--- config.mk ---
export PLATFORM = sky130hd
export DESIGN_NAME = sipo_deser
export DESIGN_NICKNAME = d
export VERILOG_FILES = /design/src/rtl/sipo_deser.sv
export SDC_FILE = /design/constraint.sdc
export NUM_CORES = 1
export LEC_CHECK = 0
export CAP_MARGIN = 40
export CORE_MARGIN = 2
export CORE_UTILIZATION = 40
export DETAILED_ROUTE_END_ITERATION = 6
export GPL_ROUTABILITY_DRIVEN = 0
export SYNTH_ARGS = -nofsm -noshare
export SYNTH_HDL_FRONTEND = slang
export SYNTH_SLANG_ARGS = --single-unit
--- constraint.sdc ---
create_clock -name clk -period 2.6 [get_ports clk]
set_clock_uncertainty 0.05 [all_clocks]
set_input_delay 0.26 -clock clk [delete_from_list [all_inputs] [get_ports clk]]
set_output_delay 0.26 -clock clk [all_outputs]
set_load 0.02 [all_outputs]
--- src/rtl/sipo_deser.sv ---
// Serial-in/parallel-out deserializer: LSB-first WIDTH-bit words into a one-entry valid/ready output register.
// Optional even-parity frame bit enabled by defining SIPO_PARITY_EN.
module sipo_deser #(
    parameter int unsigned WIDTH = 8
) (
    input  logic             clk,
    input  logic             rst,
    input  logic             din,
    input  logic             din_valid,
    input  logic             sync,
    output logic [WIDTH-1:0] dout,
    output logic             dout_valid,
    input  logic             dout_ready,
    output logic             overrun,
    output logic             par_err
);

    localparam int unsigned CW = $clog2(WIDTH + 1);

`ifdef SIPO_PARITY_EN
    typedef enum logic {S_DATA, S_PAR} state_t;
`else
    typedef enum logic {S_DATA} state_t;
`endif

    state_t           state_q, state_d;
    logic [CW-1:0]    cnt_q, cnt_d;
    logic [WIDTH-1:0] shift_q, shift_d;
    logic [WIDTH-1:0] dout_q, dout_d;
    logic             dout_valid_q, dout_valid_d;
    logic             overrun_q, overrun_d;
    logic             word_done;
    logic [WIDTH-1:0] word;
`ifdef SIPO_PARITY_EN
    logic             par_err_q, par_err_d;
    logic             word_par;
`endif

    always_comb begin
        state_d   = state_q;
        cnt_d     = cnt_q;
        shift_d   = shift_q;
        word_done = 1'b0;
`ifdef SIPO_PARITY_EN
        word_par  = 1'b0;
`endif
        if (sync) begin
            // Realignment wins over completion; a bit arriving with sync starts the new word.
            state_d = S_DATA;
            cnt_d   = '0;
            if (din_valid) begin
                shift_d[0] = din;
                cnt_d      = CW'(1);
            end
        end else if (din_valid) begin
`ifdef SIPO_PARITY_EN
            if (state_q == S_PAR) begin
                word_done = 1'b1;
                word_par  = (^shift_q) ^ din;
                state_d   = S_DATA;
                cnt_d     = '0;
            end else
`endif
            begin
                for (int unsigned i = 0; i < WIDTH; i++) begin
                    if (cnt_q == CW'(i)) shift_d[i] = din;
                end
                if (cnt_q == CW'(WIDTH - 1)) begin
                    cnt_d = '0;
`ifdef SIPO_PARITY_EN
                    state_d = S_PAR;
`else
                    word_done = 1'b1;
`endif
                end else begin
                    cnt_d = cnt_q + CW'(1);
                end
            end
        end
        word = shift_d;
    end

    always_comb begin
        dout_d       = dout_q;
        dout_valid_d = dout_valid_q;
        overrun_d    = overrun_q;
`ifdef SIPO_PARITY_EN
        par_err_d    = par_err_q;
`endif
        if (word_done) begin
            if (!dout_valid_q || dout_ready) begin
                dout_d       = word;
                dout_valid_d = 1'b1;
`ifdef SIPO_PARITY_EN
                par_err_d    = word_par;
`endif
            end else begin
                overrun_d = 1'b1;
            end
        end else if (dout_valid_q && dout_ready) begin
            dout_valid_d = 1'b0;
        end
    end

    always_ff @(posedge clk) begin
        if (rst) begin
            state_q      <= S_DATA;
            cnt_q        <= '0;
            shift_q      <= '0;
            dout_q       <= '0;
            dout_valid_q <= 1'b0;
            overrun_q    <= 1'b0;
`ifdef SIPO_PARITY_EN
            par_err_q    <= 1'b0;
`endif
        end else begin
            state_q      <= state_d;
            cnt_q        <= cnt_d;
            shift_q      <= shift_d;
            dout_q       <= dout_d;
            dout_valid_q <= dout_valid_d;
            overrun_q    <= overrun_d;
`ifdef SIPO_PARITY_EN
            par_err_q    <= par_err_d;
`endif
        end
    end

    assign dout       = dout_q;
    assign dout_valid = dout_valid_q;
    assign overrun    = overrun_q;
`ifdef SIPO_PARITY_EN
    assign par_err    = par_err_q;
`else
    assign par_err    = 1'b0;
`endif

endmodule

==> flow_results.xml <==
<?xml version="1.0" encoding="UTF-8"?>
<metrics>
  <group name="power_and_ir_drop">
    <metric name="pwr_density_cell" unit="nW/um^2">446</metric>
    <metric name="static-leakage-power" unit="uW">0.000382</metric>
    <metric name="power.share.clock" unit="%">29.1</metric>
    <metric name="max-vdd-ir-drop" unit="mV">0.303</metric>
    <metric name="power.share.sequential" unit="%">62.7</metric>
    <metric name="cell_internal_pwr" unit="uW">403</metric>
    <metric name="comb_power_share" unit="%">8.2</metric>
    <metric name="sw_frac_of_total" unit="%">22.8</metric>
    <metric name="power_switching" unit="uW">119</metric>
  </group>
  <group name="synthesis">
    <metric name="synth_area" unit="um^2">995</metric>
    <metric name="synthesis.instances" unit="">111</metric>
    <metric name="synth_fp_nets" unit="">121</metric>
    <metric name="yosys_warnings" unit="">0</metric>
    <metric name="synth.ff_latch_count" unit="">21</metric>
    <metric name="sequential_to_total_area_share_from_yosys_stat" unit="%">42.3</metric>
    <metric name="synth_cell_type_count" unit="">33</metric>
    <metric name="synthesis.area_per_instance" unit="um^2">8.96</metric>
  </group>
  <group name="clocking">
    <metric name="insertion_delay_of_the_later_clocked_pin_in_the_worst_skew_pair" unit="ns">0.30</metric>
    <metric name="ctsHtreeMaxLevel" unit="">1</metric>
    <metric name="cts.root.buffer_cell" unit="">clkbuf_4</metric>
    <metric name="clk_pin_slew_worst_paths" unit="ns">0.11</metric>
    <metric name="ctsResizeCount" unit="">0</metric>
    <metric name="clock_tree_from_tritoncts" unit="">yes</metric>
    <metric name="tritoncts_num_sinks" unit="">21</metric>
    <metric name="clock_tree.buffer_depth" unit="">2</metric>
    <metric name="total_setup_buffers_inserted_after_cts" unit="">0</metric>
    <metric name="number_of_buffers_inserted_during_clock_tree_synthesis" unit="">3</metric>
    <metric name="postCtsHoldBufs" unit="">0</metric>
  </group>
  <group name="critical_path">
    <metric name="critical_path_arrival" unit="ns">2.08</metric>
    <metric name="timing.critical_path.cells" unit="">ha_1, inv_1, nor3_1, o22ai_1</metric>
    <metric name="critPathCaptureType" unit="">flip-flop</metric>
    <metric name="cpPeakStageDelay" unit="ns">0.52</metric>
    <metric name="cp_data_required_time" unit="ns">2.72</metric>
    <metric name="family_with_the_most_delay_on_the_worst_path" unit="">simple AND/OR/NAND/NOR gates</metric>
    <metric name="critical_path.slowest_cell" unit="">nor3_1</metric>
    <metric name="cp.buffers_inverters" unit="">1</metric>
    <metric name="worstSetupPathType" unit="">flip-flop to flip-flop</metric>
    <metric name="setup.worst_path.start_class" unit="">flip-flop</metric>
    <metric name="critical_path_peak_fanout" unit="">12</metric>
  </group>
  <group name="final_layout">
    <metric name="fin_nets" unit="">133</metric>
    <metric name="finish.cell_count_without_fillers" unit="">152</metric>
    <metric name="final_common_cell" unit="">dfxtp_1</metric>
    <metric name="post_route_cells_drive_above_1_share" unit="%">6.56</metric>
    <metric name="most_frequent_cells_in_the_layout" unit="">dfxtp_1, clkdlybuf4s50_1, a21oi_1</metric>
    <metric name="n_antenna_cell" unit="">0</metric>
    <metric name="flow.area_growth_from_synthesis" unit="%">17.7</metric>
  </group>
  <group name="grt">
    <metric name="gr-total-overflow" unit="">0</metric>
    <metric name="grt_pass1_wl" unit="mm">3.42</metric>
    <metric name="global_route.usage.met2" unit="%">27.4</metric>
    <metric name="use_met3" unit="%">2.50</metric>
    <metric name="grt_antenna_before_repair" unit="">0</metric>
    <metric name="grt_busiest_layer" unit="">met2</metric>
    <metric name="grt_start_max_net_pins" unit="">24</metric>
    <metric name="m1_gr_usage" unit="%">21.3</metric>
    <metric name="first_global_vias" unit="">765</metric>
    <metric name="grt.total_usage" unit="%">16.7</metric>
  </group>
  <group name="route">
    <metric name="drc_errors" unit="">0</metric>
    <metric name="wl_per_cell" unit="um">13.6</metric>
    <metric name="routed_via_density" unit="">5.45</metric>
    <metric name="first_iter_violations" unit="">13</metric>
    <metric name="wl" unit="mm">2.07</metric>
    <metric name="antenna_violating_nets_post_route" unit="">0</metric>
    <metric name="dr_total_vias" unit="">829</metric>
    <metric name="drtPass1Iterations" unit="">4</metric>
  </group>
  <group name="sta">
    <metric name="tightest_slew" unit="ns">0.629</metric>
    <metric name="post-route-period-util" unit="%">75.1</metric>
    <metric name="drv_slew" unit="">0</metric>
    <metric name="setup_viol" unit="">0</metric>
    <metric name="timing.final.hold_violations" unit="">0</metric>
    <metric name="timing.slew.headroom" unit="%">57.5</metric>
    <metric name="setup_repair_after_global_routing_missed_its_margin" unit="">false</metric>
    <metric name="fin_tns_setup" unit="ns">0</metric>
    <metric name="max_freq" unit="MHz">512</metric>
    <metric name="period_needed" unit="ns">1.95</metric>
  </group>
  <group name="floorplanning">
    <metric name="placementRows" unit="">18</metric>
    <metric name="num_io_pins" unit="">17</metric>
    <metric name="overall_die_width" unit="um">53.9</metric>
    <metric name="die_ht" unit="um">53.9</metric>
    <metric name="core_area" unit="um^2">2410</metric>
    <metric name="initial_utilization" unit="%">41.3</metric>
    <metric name="floorplan.die_area" unit="um^2">2900</metric>
  </group>
  <group name="run">
    <metric name="cap_viol_max_count" unit="">0</metric>
  </group>
  <group name="hold_path">
    <metric name="worst_hold_check_path_type" unit="">flip-flop to flip-flop</metric>
  </group>
  <group name="run_status">
    <metric name="run_status" unit="">finished, final reports clean</metric>
  </group>
  <group name="place">
    <metric name="placedCellCount" unit="">148</metric>
    <metric name="detailed_place_hpwl" unit="mm">1.49</metric>
    <metric name="port_buffers" unit="">15</metric>
  </group>
</metrics>
routing by layer:
metal	part of all wire (%)	routed length (um)	up-vias
met5	0	0	-
met4	1.3	27	0
met3	3.7	76	4
met2	48	986	18
met1	47	979	387
li1	-	-	420
through the flow:
step	power (uW)	hold WS [ns]	instance area (um^2)	setup slack, ns	utilization, %
4_1_cts	527	0.433	1170	0.634	48.6
3_5_place_dp	377	0.411	1140	0.514	47.5
5_1_grt	542	0.451	1170	0.481	48.6
6_report	522	0.429	1170	0.646	48.6
2_1_floorplan	364	0.361	995	1.15	-
3_3_place_gp	377	0.401	1140	0.583	47.5
tightest hold or removal path, stage by stage, from the launching register on:
cell and delay (ns):
dfxtp_1 0.34, a31oi_1 0.04, nor2_1 0.07
power by group through the flow:
| stage | Combinational [uW] | Sequential [uW] | Clock [uW] |
|---|---|---|---|
| finish | 42.9 | 327 | 152 |
| global route | 47.9 | 327 | 167 |
| global placement | 42.2 | 334 | 0 |
| floorplan | 30.7 | 334 | 0 |
| detailed placement | 42.7 | 334 | 0 |
| CTS | 42.9 | 327 | 157 |
cells by family (layout without fill, tap and decap cells):
family          count (synthesis)  in the layout  synth area share, %
buf+inv                        16             27                 7.55
simple gates                   31             31                 19.7
mux                             4              4                 4.03
flops                          21             21                 42.3
compound gates                 33             33                 20.1
fa+ha+maj                       4              4                 5.03
xor+xnor                        1              1                0.881
other cells                     1              1                0.377
Yosys cell counts, drive strengths merged:
library cell / number / area, um^2
a2111oi: 1 / 8.76
a211oi: 4 / 30.0
a21oi: 11 / 55.1
a31oi: 4 / 25.0
and4bb: 1 / 12.5
buf: 5 / 33.8
clkbuf: 5 / 18.8
conb: 1 / 3.75
dfxtp: 21 / 420
ha: 4 / 50.1
inv: 6 / 22.5
mux2i: 4 / 40.0
nand2: 2 / 7.51
nand2b: 5 / 31.3
nand3: 6 / 30.0
nand4: 4 / 25.0
nand4bb: 1 / 11.3
nor2: 2 / 7.51
nor2b: 1 / 6.26
nor3: 3 / 15.0
nor3b: 1 / 7.51
nor4b: 1 / 8.76
o21ai: 8 / 40.0
o22ai: 2 / 18.8
o31ai: 3 / 22.5
or3: 2 / 12.5
or4: 1 / 11.3
or4b: 1 / 10.0
xor2: 1 / 8.76
state kept, by name, summed over array words and instances, names as in the netlist:
signal      count
dout            8
dout_valid      1
shift_q         7
cnt_q           4
overrun         1
final timing paths:
| kind | start | slack (ns) | endpoint | cells after the start |
|---|---|---|---|---|
| min reg2reg | overrun | 0.43 | overrun | 2 |
| max reg2reg | cnt_q[1] | 0.65 | dout[2] | 4 |
| min | overrun | 0.43 | overrun | 2 |
| max | cnt_q[1] | 0.65 | dout[2] | 4 |
final cells by class:
cell class	count	area (um^2)
repair buffers	17	165
fillers	228	1240
multi-input cells	74	499
inverters	6	22.5
well taps	30	37.5
clock buffers	4	26.3
flip-flops and latches	21	420
Note: power is estimated with default switching activity, not from simulation.
